$ cat config.mk
export PLATFORM = sky130hd
export DESIGN_NAME = fetch_unit
export DESIGN_NICKNAME = d
export VERILOG_FILES = /design/src/rtl/mips_pkg.sv /design/src/rtl/next_pc.sv /design/src/rtl/fetch_unit.sv
export SDC_FILE = /design/constraint.sdc
export NUM_CORES = 1
export LEC_CHECK = 0
export ABC_AREA = 1
export CAP_MARGIN = 5
export CORE_UTILIZATION = 40
export CTS_CLUSTER_DIAMETER = 80
export DETAILED_ROUTE_END_ITERATION = 12
export PLACE_DENSITY = 0.71
export SLEW_MARGIN = 15
export SYNTH_ARGS = -nofsm -noshare
export SYNTH_HDL_FRONTEND = slang
export SYNTH_HIERARCHICAL = 1
export SYNTH_SLANG_ARGS = --single-unit
$ cat constraint.sdc
create_clock -name clk -period 2.9 [get_ports clk]
set_input_delay 0.58 -clock clk [delete_from_list [all_inputs] [get_ports clk]]
set_output_delay 0.58 -clock clk [all_outputs]
set_load 0.05 [all_outputs]
$ cat src/rtl/mips_pkg.sv
// Shared MIPS definitions: opcode/funct encodings, fetch FSM states and the default reset PC.
package mips_pkg;

  localparam int unsigned XLEN = 32;
  localparam int unsigned OPW  = 6;

  localparam logic [XLEN-1:0] RESET_PC_DEF = 32'h0000_0000;

  // Primary opcodes
  localparam logic [OPW-1:0] OP_RTYPE = 6'h00;
  localparam logic [OPW-1:0] LW       = 6'h23;
  localparam logic [OPW-1:0] SW       = 6'h2B;
  localparam logic [OPW-1:0] J        = 6'h02;
  localparam logic [OPW-1:0] JAL      = 6'h03;
  localparam logic [OPW-1:0] BNE      = 6'h05;
  localparam logic [OPW-1:0] XORI     = 6'h0E;

  // R-type funct codes
  localparam logic [OPW-1:0] ADD      = 6'h20;
  localparam logic [OPW-1:0] SUB      = 6'h22;
  localparam logic [OPW-1:0] SLT      = 6'h2A;
  localparam logic [OPW-1:0] JR       = 6'h08;
  localparam logic [OPW-1:0] SYSCALL  = 6'h0C;

  typedef enum logic [1:0] {
    ST_FETCH   = 2'd0,
    ST_DECODE  = 2'd1,
    ST_EXECUTE = 2'd2,
    ST_HALT    = 2'd3
  } fetch_state_e;

  typedef struct packed {
    logic jump;
    logic branch;
    logic jump_sel;
  } ctrl_t;

  function automatic logic is_syscall(input logic [XLEN-1:0] word);
    return (word[31:26] == OP_RTYPE) && (word[5:0] == SYSCALL);
  endfunction

  function automatic logic is_known_op(input logic [OPW-1:0] op);
    return (op == OP_RTYPE) || (op == LW) || (op == SW) || (op == J) ||
           (op == JAL) || (op == BNE) || (op == XORI);
  endfunction

  function automatic logic is_known_funct(input logic [OPW-1:0] fn);
    return (fn == ADD) || (fn == SUB) || (fn == SLT) || (fn == JR) || (fn == SYSCALL);
  endfunction

endpackage

$ cat src/rtl/next_pc.sv
// Combinational next-PC selection: JR > J/JAL > taken BNE > sequential, with JR misalignment flag.
module next_pc
  import mips_pkg::*;
(
  input  logic [XLEN-1:0] pc,
  input  logic [XLEN-1:0] instr,
  input  ctrl_t           ctrl,
  input  logic            zero,
  input  logic [XLEN-1:0] jr_addr,
  output logic [XLEN-1:0] npc_c,
  output logic            misalign_c
);

  logic [XLEN-1:0] pc4;
  logic [XLEN-1:0] br_off;
  logic [XLEN-1:0] jmp_tgt;
  logic            unused_ok;

  assign pc4     = pc + XLEN'(4);
  assign br_off  = {{14{instr[15]}}, instr[15:0], 2'b00};
  assign jmp_tgt = {pc4[31:28], instr[25:0], 2'b00};

  // Opcode bits are decoded upstream; only the immediate/target fields matter here.
  assign unused_ok = ^instr[31:26];

  always_comb begin
    npc_c      = pc4;
    misalign_c = 1'b0;
    if (ctrl.jump && ctrl.jump_sel) begin
      npc_c      = {jr_addr[31:2], 2'b00};
      misalign_c = |jr_addr[1:0];
    end else if (ctrl.jump) begin
      npc_c = jmp_tgt;
    end else if (ctrl.branch && !zero) begin
      npc_c = pc4 + br_off;
    end
  end

endmodule

$ cat src/rtl/fetch_unit.sv
// Instruction fetch / PC sequencer for the multicycle MIPS core (FETCH, DECODE, EXECUTE, HALT).
// Define FETCH_COUNT_EN to build the retired-instruction counter; otherwise instr_count is 0.
module fetch_unit
  import mips_pkg::*;
#(
  parameter logic [XLEN-1:0] RESET_PC = RESET_PC_DEF
) (
  input  logic            clk,
  input  logic            reset,
  output logic            imem_req,
  output logic [XLEN-1:0] imem_addr,
  input  logic            imem_valid,
  input  logic [XLEN-1:0] imem_rdata,
  output logic [XLEN-1:0] instr,
  output logic [OPW-1:0]  opcode,
  output logic [OPW-1:0]  funct,
  output logic            instr_valid,
  input  logic            Jump,
  input  logic            Branch,
  input  logic            JumpSel,
  input  logic            zero,
  input  logic [XLEN-1:0] jr_addr,
  output logic [XLEN-1:0] pc,
  output logic [XLEN-1:0] link_addr,
  output logic            halted,
  output logic            align_err,
  output logic [XLEN-1:0] instr_count
);

  fetch_state_e    state;
  fetch_state_e    state_nx;
  logic            accept_c;
  ctrl_t           ctrl_c;
  logic [XLEN-1:0] npc_c;
  logic            misalign_c;

  // imem_req is only ever high in FETCH, so it alone qualifies an incoming word.
  assign accept_c  = imem_req && imem_valid;
  assign ctrl_c    = '{jump: Jump, branch: Branch, jump_sel: JumpSel};
  assign imem_addr = pc;
  assign opcode    = instr[31:26];
  assign funct     = instr[5:0];

  next_pc u_next_pc (
    .pc         (pc),
    .instr      (instr),
    .ctrl       (ctrl_c),
    .zero       (zero),
    .jr_addr    (jr_addr),
    .npc_c      (npc_c),
    .misalign_c (misalign_c)
  );

  always_ff @(posedge clk) begin
    if (reset) state <= ST_FETCH;
    else       state <= state_nx;
  end

  always_comb begin
    state_nx = state;
    unique case (state)
      ST_FETCH:   if (accept_c) state_nx = ST_DECODE;
      ST_DECODE:  state_nx = is_syscall(instr) ? ST_HALT : ST_EXECUTE;
      ST_EXECUTE: state_nx = ST_FETCH;
      ST_HALT:    state_nx = ST_HALT;
      default:    state_nx = ST_FETCH;
    endcase
  end

  // Status outputs are registered copies of the state being entered.
  always_ff @(posedge clk) begin
    if (reset) begin
      imem_req    <= 1'b0;
      instr_valid <= 1'b0;
      halted      <= 1'b0;
    end else begin
      imem_req    <= (state_nx == ST_FETCH);
      instr_valid <= (state_nx == ST_DECODE) || (state_nx == ST_EXECUTE);
      halted      <= (state_nx == ST_HALT);
    end
  end

  always_ff @(posedge clk) begin
    if (reset) begin
      pc        <= RESET_PC;
      link_addr <= RESET_PC + XLEN'(4);
      instr     <= '0;
      align_err <= 1'b0;
    end else begin
      if ((state == ST_FETCH) && accept_c) instr <= imem_rdata;
      if (state == ST_EXECUTE) begin
        pc        <= npc_c;
        link_addr <= npc_c + XLEN'(4);
        align_err <= align_err | misalign_c;
      end
    end
  end

`ifdef FETCH_COUNT_EN
  logic [XLEN-1:0] count_q;

  always_ff @(posedge clk) begin
    if (reset)                    count_q <= '0;
    else if (state == ST_EXECUTE) count_q <= count_q + XLEN'(1);
  end

  assign instr_count = count_q;
`else
  assign instr_count = '0;
`endif

endmodule

==> Word level (Yosys, flattened, before mapping) <==
Index checks and enable logic that the tools add are counted.
W data, S select, Z words.
{ "classes": {"muxes": 7, "n_addsub": 3, "n_reduce_logical": 11, "bitwise": 1, "eq_ne": 7} }
{ "ops": {"columns": ["cell", "n"], "rows": [
  ["$mux W32", 3],
  ["$add A32 B3 Y32 const B", 2],
  ["$add A32 B32 Y32", 1],
  ["$eq A2 B2 Y1 const B", 4],
  ["$pmux W2 S4", 1],
  ["$eq A6 B4 Y1 const B", 1],
  ["$logic_not A6 Y1", 1],
  ["$logic_and A1 B1 Y1", 5],
  ["$eq A2 B1 Y1 const B", 2],
  ["$logic_not A2 Y1", 2],
  ["$mux W1", 2],
  ["$mux W2", 1],
  ["$reduce_or A2 Y1", 1],
  ["$logic_not A1 Y1", 1],
  ["$logic_or A1 B1 Y1", 1],
  ["$or A1 B1 Y1", 1]
]} }
{ "word_totals": {"out_inout_bits": 176, "ff_bits": 102, "in_bits": 71} }

==> Longest topological paths before layout <==
{ "depth": {"ltp_word": 6, "ltp_mapped": 31, "depth_no_buf": 31} }

==> By module <==
The synthesis kept the hierarchy.
{ "by_module_without_submodules": {"columns": ["module", "seq_area_each_um2", "n_inst", "area_per_inst_um2", "cells_per_inst"], "rows": [
  ["fetch_unit", 2001.9, 1, 5058.6, 718],
  ["next_pc", 0.0, 1, 4106.4, 851]
]} }

==> Worst setup path after synthesis <==
OpenSTA, ideal clock, no wires.
{ "synth_path": {"kind": "reg-to-reg", "start": "register pc[2], in the netlist imem_addr[2]", "end": "register link_addr[30]", "arrival_ns": 3.409, "period_less_slack_ns": 3.533, "setup_time_ns": 0.124, "t_required_ns": 2.776, "path_stages_with_launch": 27, "path_buffers": 0, "slack_ns": -0.633, "cell_sequence": "dfxtp_1 > ha_1 > nand2_2 > clkinv_2 > nand2_2 > nor2_4 > nand2_1 > xor2_1 > inv_1 > ha_1 > nand2_1 > nor2_1 > nand2_1 > nand2_1 > inv_1 > nand3_1 > nand3_1 > nand3_1 > nand2_1 > nand2_1 > nand2_1 > nor2_1 > nand2_1 > nor2_1 > a21oi_1 > nor2_1 > nor2_1"} }
{ "synth_via": {"elab_chain_cells": 6} }
{ "synth_rtl": {"columns": ["item", "line", "text"], "rows": [
  ["start: declaration", "fetch_unit.sv:23", "output logic [XLEN-1:0] pc,"],
  ["start signal: assignment", "fetch_unit.sv:92", "pc <= npc_c;"],
  ["$add A32 B3 Y32 *", "next_pc.sv:19", "assign pc4 = pc + XLEN'(4);"],
  ["$add A32 B32 Y32", "next_pc.sv:35", "npc_c = pc4 + br_off;"],
  ["$mux W32 *", "next_pc.sv:34", "end else if (ctrl.branch && !zero) begin"],
  ["$mux W32 *", "next_pc.sv:32", "end else if (ctrl.jump) begin"],
  ["$mux W32 *", "next_pc.sv:29", "if (ctrl.jump && ctrl.jump_sel) begin"],
  ["named net npc_c[20]", "fetch_unit.sv:34", "logic [XLEN-1:0] npc_c;"],
  ["$add A32 B3 Y32 *", "fetch_unit.sv:93", "link_addr <= npc_c + XLEN'(4);"],
  ["end signal: assignment", "fetch_unit.sv:86", "link_addr <= RESET_PC + XLEN'(4);"],
  ["end signal: assignment", "fetch_unit.sv:93", null],
  ["end: declaration", "fetch_unit.sv:24", "output logic [XLEN-1:0] link_addr,"]
]} }
Mark *: on every way through the listed nets, which the timed path passes. The rest lies on a longest branch.
A chain may end at the register's enable or synchronous reset.

==> Worst setup path after layout <==
{ "layout_path": {"start": "register pc[3], in the netlist imem_addr[3]", "end": "register link_addr[31]"} }
Same word-level chain as after synthesis.

==> run summary <==
status - finished, violations left
failing checks - negative setup slack
fin nets - 2136
Cell Area, Synth - 0.00917 mm2
Max rail drop VDD - 383 uV
HP Class - flip-flop to flip-flop
Critical Path End - link_addr[31]
power share of the clock group - 27.3%
Overflow after GRT - 0
slowest stage cell, crit path - dfxtp_4
crit end category - flip-flop
Clock Latency Late Sink - 0.37 ns
setup TNS - -12.40 ns
combinational power share - 39.6%
First-pass DRT Iterations - 5
Layout area overhead - 74.5%
clk sink count - 100
DRC - 0
Max Clock Skew - 0.0204 ns
dpl hpwl - 30000 um
Num CTS Buffers - 9
RR Startpoint - imem_addr[3]
Max stage delay on crit path - 0.40 ns
Post-synth EDFFs - 0
Critical Path Stages - 26
WL/cell - 17.1 um
CTS tree - done
final hold viol count - 0
max-slew violations - 0
syn_area_per_cell - 5.84 um2
final worst path period need - 3.38 ns
Ant. Diodes - 0
I/O Pins - 247
Yosys warning count - 6
I/O Buffers - 214
switching pwr - 1.75 mW
Yosys reg bits - 100
final WL - 39500 um
worst slew pin tran - 0.744 ns
root buffer cell - clkbuf_16
crit path launch type - flip-flop
die height - 153 um
initial core utilization - 40.6%
unrepaired setup endpoints after global routing - yes
crit path DAT - 3.62 ns
PnR worst setup slack - -0.480 ns
via density per instance - 5.08
vias in the first global route - 11190
number of cells produced by synthesis - 1569
share of layout cells above drive strength 1 - 39.2%
switch share - 39.2%
ys async rst share - 0%
Finished Core Util - 70.8%
H-tree levels - 3
Buf/Inv on CP - 7
Die W - 153 um
fill cell count - 1880
critical path required time - 3.14 ns
Setup CP Type - flip-flop to flip-flop
path depth of the worst reg2reg path - 26
Worst R2R End - link_addr[31]
DP Area - 0.0135 mm2
period utilization - 117%
Die ar. - 0.0235 mm2
synth unique cells - 46
Tot Pwr - 4.47 mW
hold_buf cts - 0
maxcap violations - 0
via count - 11762
Max-Slew Margin vs Limit - 50.4%
register area - 0.00209 mm2
Rows - 55
Crit path max-delay family - simple AND/OR/NAND/NOR gates
CP max FO - 5
sequential power share - 33.1%
multi-input logic area - 0.00772 mm2
Final ANT Viol Nets - 0
Pint - 2.72 mW
maximum clock path buffer count - 2
Seq/Total Area, Yosys - 21.8%
clk slew on worst S/H paths - 0.07 ns
Worst R2R Setup Slack - -0.48 ns
power density cells - 280 mW/mm2
GRT Resource Usage Total - 32.1%
worst setup path start - imem_addr[3]
core area - 0.0226 mm2
Pleak - 7.53 nW
DRT iter0 DRCs - 870
global placer's final weighted congestion - 0.963
pin count of the biggest net entering global routing - 63
Setup-failing EPs final - 44
antenna violations before repair - 0
fmax - 0.296 GHz
Post-Layout Inst Area - 0.0160 mm2
Synth Flop Type - dfxtp_1
first-pass GRT wire length - 58800 um
## cell families (layout without fill, tap and decap cells)
kind of cell	after synthesis	in the layout	share of synthesized area, %
AND/OR/NAND/NOR	884	884	41.5
adder cells (fa/ha/maj)	40	40	5.54
AO/OA/AOI/OAI	186	186	11.2
flip-flops	100	100	21.8
buffers and inverters	332	762	17.4
XOR/XNOR	26	26	2.48
other	1	32	0.0409
## state kept, by name, indices dropped and copies added, names as in the netlist
register,count
halted,1
instr_valid,1
instr,32
align_err,1
link_addr,30
imem_req,1
state,2
imem_addr,32
## what timing repair did
item / 4_1_cts / 5_1_grt
gates resized for setup: 259 / 213
endpoints found under the setup margin: 52 / 50
pin swaps: 107 / 123
buffers inserted: 25 / 24
## stage by stage
step | worst slack (ns) | hold WS [ns] | cells
final | -0.480 | 0.452 | 2315
after global routing | -0.711 | 0.465 | 2315
after CTS | -0.371 | 0.454 | 2295
after detailed placement | -0.706 | 0.442 | 2254
after global placement | -0.678 | 0.436 | 2254
after floorplan | -0.113 | 0.482 | 1600
## layout by cell type (no fill, tap or decap), types with 6 or more instances in the layout
cell             Yosys  layout
xor2_1              13       6
buf_6                2      17
nand3_2              8      35
nand3_4              0      10
nor2_2              13      26
nor2_1             242     181
nor2_4              10      58
conb_1               1      32
inv_1              196     159
dfxtp_4              0      23
nand3_1            109      72
buf_12               0       7
ha_4                 0      30
a21oi_4              0       6
buf_4               80     295
o21ai_1             13      24
dfxtp_1            100      73
clkbuf_16            0       9
nor3_1              11       7
inv_2               11      42
ha_1                39       8
inv_4                0       8
clkdlybuf4s50_1      0     214
nand4_1             16      16
xor2_2               0       7
a211oi_1            13      13
o21ai_0             70      56
nand2_1            441     303
a21oi_2              0      19
o21bai_1            10       7
nand2_4              3      47
a21oi_1             65      40
nand2_2             16     108
## worst register-to-register path, cell delays in order, from the launching register on
cell and delay, ns:
dfxtp_4 0.40, nand3_4 0.12, buf_12 0.16, clkinv_8 0.04, nand2_4 0.06, xnor2_2 0.14
buf_4 0.15, ha_4 0.31, nand2_4 0.08, inv_4 0.06, buf_6 0.09, nand2_4 0.05
o21bai_4 0.18, nand2_2 0.08, nand2_2 0.09, nand2_2 0.07, inv_2 0.05, nor2_2 0.03
o21bai_1 0.16, buf_4 0.19, nand2_4 0.08, nor2_4 0.13, nand2_2 0.07, nor2_4 0.22
a21oi_1 0.11, nor2_1 0.09, nor2_1 0.04
## power groups by stage
stage / Clock [mW] / Sequential, mW / Combinational [mW]
after detailed placement: 0 / 1.50 / 1.52
after global placement: 0 / 1.50 / 1.51
after global routing: 1.28 / 1.49 / 1.87
after floorplan: 0 / 1.70 / 0.699
final: 1.22 / 1.48 / 1.77
after CTS: 1.23 / 1.48 / 1.65
## worst min path at each step
stage	depth (start not counted)	endpoint	start	slack, ns
finish	2	align_err	align_err	0.45
detailed placement	2	align_err	align_err	0.44
global route	2	align_err	align_err	0.46
global placement	1	link_addr[2]	link_addr[2]	0.44
CTS	2	align_err	align_err	0.45
floorplan	2	state[1]	state[0]	0.48
## routing by layer
metal / vias to the layer above / share of wire [%] / GRT usage [%]
li1: 5729 / - / -
met1: 5410 / 41 / 39.8
met2: 536 / 47 / 54.6
met3: 87 / 7.8 / 6.27
met4: 0 / 4.2 / 12.8
met5: - / 0 / 0
## final cells by class
| class | count | share of cell area (%) |
|---|---|---|
| Timing Repair Buffer | 533 | 29.3 |
| Clock inverter | 6 | 0.344 |
| Tap cell | 285 | 2.23 |
| Sequential cell | 100 | 13.1 |
| Clock buffer | 10 | 1.43 |
| Multi-Input combinational cell | 1168 | 48.3 |
| Inverter | 213 | 5.28 |
## cell usage after synthesis (12+ instances only)
cell type  number  area share, %
nand2_1       441             18
nor2_1        242            9.9
inv_1         196            8.0
nand3_1       109            6.0
dfxtp_1       100             22
buf_4          80            6.6
o21ai_0        70            3.8
a21oi_1        65            3.5
ha_1           39            5.3
clkbuf_1       20           0.82
nand2_2        16            1.1
nand4_1        16            1.1
a211oi_1       13            1.1
nor2_2         13           0.89
o21ai_1        13           0.71
xnor2_1        13            1.2
xor2_1         13            1.2
buf_2          12           0.66
No activity file was read; power rests on OpenSTA's default activity.
